--- config.mk ---
export PLATFORM = sky130hd
export DESIGN_NAME = serial_adder
export DESIGN_NICKNAME = d
export VERILOG_FILES = /design/src/rtl/serial_adder_pkg.sv /design/src/rtl/full_adder.sv /design/src/rtl/serial_adder.sv
export SDC_FILE = /design/constraint.sdc
export NUM_CORES = 1
export LEC_CHECK = 0
export ABC_CLOCK_PERIOD_IN_PS = 3950
export CAP_MARGIN = 20
export CELL_PAD_IN_SITES_DETAIL_PLACEMENT = 0
export CELL_PAD_IN_SITES_GLOBAL_PLACEMENT = 1
export CORE_MARGIN = 2
export CORE_UTILIZATION = 47
export DETAILED_ROUTE_END_ITERATION = 7
export GPL_TIMING_DRIVEN = 0
export PLACE_DENSITY_LB_ADDON = 0.1
export SYNTH_ARGS = -nofsm -noshare
export SYNTH_HDL_FRONTEND = slang
export SYNTH_SLANG_ARGS = --single-unit
--- constraint.sdc ---
create_clock -name clk -period 3.95 [get_ports clk]
set_input_delay 0.395 -clock clk [delete_from_list [all_inputs] [get_ports clk]]
set_output_delay 0.395 -clock clk [all_outputs]
set_load 0.005 [all_outputs]
--- src/rtl/serial_adder_pkg.sv ---
// serial_adder_pkg: shared FSM state encoding and default width for serial_adder
package serial_adder_pkg;
    localparam logic [1:0] IDLE = 2'd0;
    localparam logic [1:0] RUN  = 2'd1;
    localparam logic [1:0] DONE = 2'd2;
    localparam int DEFAULT_WIDTH = 8;
endpackage

--- src/rtl/full_adder.sv ---
// full_adder: one-bit full adder cell; ports a, b, cin -> sum, carry
module full_adder (
    input  logic a,
    input  logic b,
    input  logic cin,
    output logic sum,
    output logic carry
);
    assign sum   = a ^ b ^ cin;
    assign carry = (a & b) | (cin & (a ^ b));
endmodule

--- src/rtl/serial_adder.sv ---
// serial_adder: LSB-first bit-serial a+b+cin; start/a/b/cin in, busy/done/sum/cout out
module serial_adder
    import serial_adder_pkg::*;
#(
    parameter int WIDTH = DEFAULT_WIDTH
) (
    input  logic             clk,
    input  logic             rst,
    input  logic             start,
    input  logic [WIDTH-1:0] a,
    input  logic [WIDTH-1:0] b,
    input  logic             cin,
    output logic             busy,
    output logic             done,
    output logic [WIDTH-1:0] sum,
    output logic             cout
);
    localparam int CW = $clog2(WIDTH);
    logic [1:0]       state;
    logic [WIDTH-1:0] sa, sb, ps, nxt;
    logic [CW-1:0]    cnt;
    logic             carry, fs, fc, last;
    full_adder u_fa (
        .a    (sa[0]),
        .b    (sb[0]),
        .cin  (carry),
        .sum  (fs),
        .carry(fc)
    );
    assign nxt  = {fs, ps[WIDTH-1:1]};
    assign last = cnt == CW'(WIDTH - 1);
    assign busy = state == RUN;
    assign done = state == DONE;
    always_ff @(posedge clk or posedge rst) begin
        if (rst) begin
            state <= IDLE;
            sa    <= '0;
            sb    <= '0;
            ps    <= '0;
            carry <= 1'b0;
            cnt   <= '0;
            sum   <= '0;
            cout  <= 1'b0;
        end else if (state == RUN) begin
            sa    <= sa >> 1;
            sb    <= sb >> 1;
            ps    <= nxt;
            carry <= fc;
            cnt   <= last ? '0 : cnt + CW'(1);
            if (last) begin
                sum   <= nxt;
                cout  <= fc;
                state <= DONE;
            end
        end else if (start) begin
            sa    <= a;
            sb    <= b;
            carry <= cin;
            cnt   <= '0;
            state <= RUN;
        end else begin
            state <= IDLE;
        end
    end
endmodule

==> metrics, run 1 <==
status complete, no violations; CTS Buf Count 5; htree depth 2; ant diodes 0; Congestion Overflow GR 0; Net Sw Power 0.483 mW; fin crit share 0.493; Mapped Cells 110; DRC 0; DRT iter0 DRCs 37; list of most frequent post-synthesis cells dfrtp_1 (38), mux2_4 (28), mux2_2 (20); worst-skew pair later-pin latency 0.29 ns; Core Rows 22; Achievable Freq 514 MHz; Mapped Nets 133; total negative slack 0 ns; worst hold stages 3; gr usage total 0.161; total power 1.74 mW; Int Pwr 1.26 mW; initial antenna violation count 0; fill count 295; Initial Util 0.492; # resized after CTS 0; global-route wire length before repair 5.09 mm; die width 65.9 um; Placer Congestion 0.671; CTS Hold Bufs 0; clock sink count 38; Yosys warning total 0; measured slew at the worst slew-check pin 0.737 ns; Final Max Tran Viols 0; nets 170; hpwl dp 2.03 mm; Synth top area share 0.528; Post-CTS Setup Bufs 0; drt via density 4.95; PnR worst setup slack 2.00 ns; post-synthesis sequential area ratio 0.528; post-synth top area cell dfrtp_1; fraction of layout instances using a drive strength above 1 0.439; vias 970; Final Util 0.626; Static Leak 1.07 nW; CTS clock-pin slew for the worst setup and hold paths 0.08 ns; VDD IR max 455 uV; port bufs 29; mean post-synth cell area 16.4 um2; vias in the first global route 1,071; HP Class input pin to flip-flop; full die area 4340 um2; ys flop type dfrtp_1; Die Y 65.9 um; final hold viol count 0; DRT Wirelength 2.88 mm; Pwr Density 760 nW/um2; Rel. slew slack 0.508; io pins 31; pin count of the biggest net entering global routing 23; Setup Slack @ Placement 2.30 ns; arrival time at the worst endpoint 1.55 ns; reported max-cap violation count 0; Crit. End Element output port; RSZ-0062 raised after global routing false; dominant cells by area after synthesis dfrtp_1 (53%), mux2_4 (23%), mux2_2 (13%), buf_6 (1.9%), mux2i_1 (1.7%); worst clock skew 0.00370 ns; CTS tree done; final instance area 2290 um2; sequential cell fraction of total power 0.388; Combinational Power Share 0.423; clock buffer depth 2; synthesis-to-finish area growth 27.3%; worst reg-to-reg path cell count 5; Yosys cell types 16; top-count cell post-synth dfrtp_1; placed cell areas 2180 um2; minimum clock period 1.95 ns; Async SR Flop Fraction 1.00; worst setup path class flip-flop to output port; drt pass-1 iters 4; Antenna Nets Post-Route 0; crit start category flip-flop; Setup violations, final 0; CTS root buffer clkbuf_8; routed len/inst 14.7 um; worst-path fanout max 9; Mapped Area 1800 um2; core area 3660 um2; Clock power frac 0.189; #FFs+latches synth 38; Crit path required time 3.56 ns; number of flops mapped to enable cells by yosys 0; switch share 0.277
## critical path: stages (launching register included)
cell,delay [ns]
dfrtp_1,0.40
nand2b_4,0.16
inv_2,0.16
clkdlybuf4s50_1,0.53
## layout by cell type, fill, tap and decap left out
cell type	Yosys	final
nor4b_1	1	1
inv_2	1	1
nor2_1	2	2
mux2_2	20	20
nand2b_4	1	1
ha_1	2	2
buf_6	3	3
clkinvlp_4	0	2
nand3b_1	1	1
buf_4	2	2
clkbuf_8	0	5
bufinv_16	0	1
clkdlybuf4s50_1	0	29
buf_16	0	1
a31o_2	1	1
nor2b_1	3	3
mux2i_1	3	3
inv_1	3	3
fa_1	1	1
mux2_4	28	28
dfrtp_1	38	38
## power groups by stage
| stage | clock network [mW] | registers (mW) | logic [mW] |
|---|---|---|---|
| final | 0.329 | 0.677 | 0.737 |
| after global routing | 0.359 | 0.704 | 0.805 |
| after CTS | 0.335 | 0.679 | 0.754 |
| after detailed placement | 0 | 0.684 | 0.751 |
| after global placement | 0 | 0.674 | 0.725 |
| after floorplan | 0 | 0.658 | 0.540 |
## registers in the layout, summed over array words and instances, names as in the netlist
register	cells
sum	8
ps	7
cout	1
sa	8
cnt	3
state	2
sb	8
carry	1
## worst paths after layout
kind / slack (ns) / start / to
worst min register to register: 0.50 / sum[3]$_DFFE_PP0P_ / sum[3]$_DFFE_PP0P_
max in group asynchronous: 2.88 / rst / sum[3]$_DFFE_PP0P_
worst max-delay path: 2.00 / state[1]$_DFFE_PP0P_ / busy
worst max register to register: 2.36 / cnt[0]$_DFFE_PP0P_ / sum[0]$_DFFE_PP0P_
min in group asynchronous: 0.52 / rst / sa[6]$_DFFE_PP0P_
worst min-delay path: 0.43 / start / state[0]$_DFFE_PP0P_
## per-stage QoR
step / hold WS (ns) / cells
4_1_cts: 0.423 / 196
6_report: 0.429 / 196
2_1_floorplan: 0.477 / 110
3_5_place_dp: 0.493 / 188
3_3_place_gp: 0.488 / 187
5_1_grt: 0.443 / 196
## cell type report
type                    count  area (um2)  area share
clock inverters             3        45.0      0.0197
multi-input cells          63         786       0.343
well taps                  48        60.1      0.0262
plain buffers               5        48.8      0.0213
clock buffers               5        68.8      0.0300
flip-flops and latches     38         951       0.415
repair buffers             30         318       0.139
inverters                   4        15.0     0.00655
## kinds of logic after synthesis
group	synth area share
compound gates	0.00487
fa+ha+maj	0.0250
flops	0.528
simple gates	0.0313
buf+inv	0.0354
mux	0.375
## layer usage
metal | vias to the layer above | global-route usage | wire, um | share of wire
met1 | 478 | 0.212 | 1350 | 0.47
met4 | 0 | 0.0859 | 67 | 0.023
met2 | 24 | 0.245 | 1330 | 0.46
li1 | 460 | - | - | -
met5 | - | 0 | 0 | 0
met3 | 8 | 0.0375 | 136 | 0.047
Note: power is estimated with default switching activity, not from simulation.
==> run 2: changes to the inputs <==
ABC_CLOCK_PERIOD_IN_PS = 2000   (was 3950)
CORE_UTILIZATION = 43   (was 47)
clock period = 2 ns   (was 3.95 ns; I/O delays follow)
==> metrics, run 2 (synthesis results as in run 1) <==
Congestion Overflow GR 0; RSZ-0062 raised after global routing false; placed insts 189; hold_sp start; DRT iter0 DRCs 16; total negative slack 0 ns; worst reg2reg path startpoint cnt[0]$_DFFE_PP0P_; hpwl dp 2.01 mm; Clock power frac 0.160; initial antenna violation count 0; Die Y 68.7 um; Combinational Power Share 0.439; worst-path fanout max 9; full die area 4720 um2; Pwr Density 1490 nW/um2; fin crit share 0.883; worst reg-to-reg path cell count 5; CTS clock-pin slew for the worst setup and hold paths 0.07 ns; io pins 31; Post-CTS Setup Bufs 0; VDD IR max 584 uV; status complete, no violations; Achievable Freq 566 MHz; vias 973; measured slew at the worst slew-check pin 0.778 ns; top flop regs sa (8), sb (8), sum (8); htree depth 2; arrival time at the worst endpoint 1.57 ns; die width 68.7 um; worst hold stages 3; DRT Wirelength 3.00 mm; gr usage total 0.148; r2r setup slk 0.44 ns; Core Rows 23; Setup violations, final 0; Crit. End Element output port; Placer Congestion 0.699; vias in the first global route 1,003; worst setup path class flip-flop to output port; synthesis-to-finish area growth 24.7%; drt via density 4.94; reported max-cap violation count 0; clock sink count 38; HP Class input pin to flip-flop; sequential cell fraction of total power 0.401; fill count 327; Antenna Nets Post-Route 0; drt pass-1 iters 4; switch share 0.283; # resized after CTS 0; CP max stage delay 0.54 ns; global-route wire length before repair 4.87 mm; CTS Hold Bufs 0; Final Max Tran Viols 0; ant diodes 0; clock buffer depth 2; Worst Hold Path EP state[0]$_DFFE_PP0P_; Layout Cells excl Fill 197; CTS root buffer clkbuf_8; final hold viol count 0; slowest stage cell, crit path clkdlybuf4s50_1; Initial Util 0.447; Static Leak 1.05 nW; nets 169; Int Pwr 2.39 mW; DRC 0; port bufs 29; most common cell after layout, fill and taps aside dfrtp_1; CP Cell Sequence nand2b_4 -> inv_2 -> clkdlybuf4s50_1; Crit path required time 1.80 ns; crit start category flip-flop; pin count of the biggest net entering global routing 39; core area 4030 um2; commonest non-fill, non-tap cells in the layout dfrtp_1 (38), clkdlybuf4s50_1 (29), mux2_4 (28), mux2_2 (20), clkbuf_8 (6); fraction of layout instances using a drive strength above 1 0.435; CTS Buf Count 5; worst clock skew 0.00179 ns; total power 3.33 mW; Final Util 0.557; minimum clock period 1.77 ns; CTS tree done; Rel. slew slack 0.480; routed len/inst 15.2 um; Net Sw Power 0.945 mW; Worst R2R End sum[0]$_DFFE_PP0P_; worst-skew pair later-pin latency 0.28 ns
[run 2: changes by cell type in the layout (fill, tap and decap cells not counted)]
cell,change
clkbuf_8,+1
clkbuf_1,+1
clkinv_2,+1
clkinvlp_4,-2
inv_2,+1
inv_1,-1
bufinv_16,-1
buf_16,-1
[run 2: metrics by stage]
step | setup WS, ns | hold slack, ns | instance area, um2
3_5_place_dp | 0.433 | 0.493 | 2150
4_1_cts | 0.211 | 0.226 | 2240
5_1_grt | 0.140 | 0.256 | 2240
2_1_floorplan | 0.553 | 0.356 | 1800
6_report | 0.233 | 0.237 | 2240
3_3_place_gp | 0.139 | 0.489 | 2150
[run 2: how the worst max path moves through the flow]
| stage | start | endpoint | slack (ns) |
|---|---|---|---|
| finish | state[1]$_DFFE_PP0P_ | busy | 0.23 |
| global route | state[1]$_DFFE_PP0P_ | busy | 0.14 |
| CTS | state[1]$_DFFE_PP0P_ | busy | 0.21 |
| detailed placement | cnt[0]$_DFFE_PP0P_ | sum[0]$_DFFE_PP0P_ | 0.43 |
| global placement | rst | sum[4]$_DFFE_PP0P_ | 0.14 |
| floorplan | cnt[0]$_DFFE_PP0P_ | cout$_DFFE_PP0P_ | 0.55 |
[run 2: routing by layer]
metal / GRT usage / part of all wire / up-vias
met5: 0 / 0 / -
met4: 0.0735 / 0.020 / 0
met3: 0.0487 / 0.046 / 7
met2: 0.220 / 0.45 / 22
met1: 0.195 / 0.48 / 489
li1: - / - / 455
[run 2: area by class of cell]
type | instances | area, um2 | share of cell area
inverters | 4 | 15.0 | 0.00669
plain buffers | 5 | 48.8 | 0.0217
clock inverters | 1 | 5.00 | 0.00223
clock buffers | 7 | 86.3 | 0.0385
flip-flops and latches | 38 | 951 | 0.424
multi-input cells | 63 | 786 | 0.350
well taps | 50 | 62.6 | 0.0279
repair buffers | 29 | 290 | 0.129
[run 2: power by group through the flow]
stage | Clock (mW) | Combinational (mW) | Sequential [mW]
final | 0.535 | 1.46 | 1.34
after global routing | 0.587 | 1.59 | 1.39
after CTS | 0.548 | 1.49 | 1.34
after detailed placement | 0 | 1.48 | 1.35
after global placement | 0 | 1.44 | 1.33
after floorplan | 0 | 1.07 | 1.30
[run 2: critical path, delay by kind of cell (launching register included)]
family	cells	cell delay, ns
buffers and inverters	2	0.72
flip-flops	1	0.40
AND/OR/NAND/NOR	1	0.16
==> run 3: changes to the inputs <==
CAP_MARGIN = 10   (was 20)
==> results of run 3 <==
The final DEF is identical to that of run 2; final timing and power are the same.
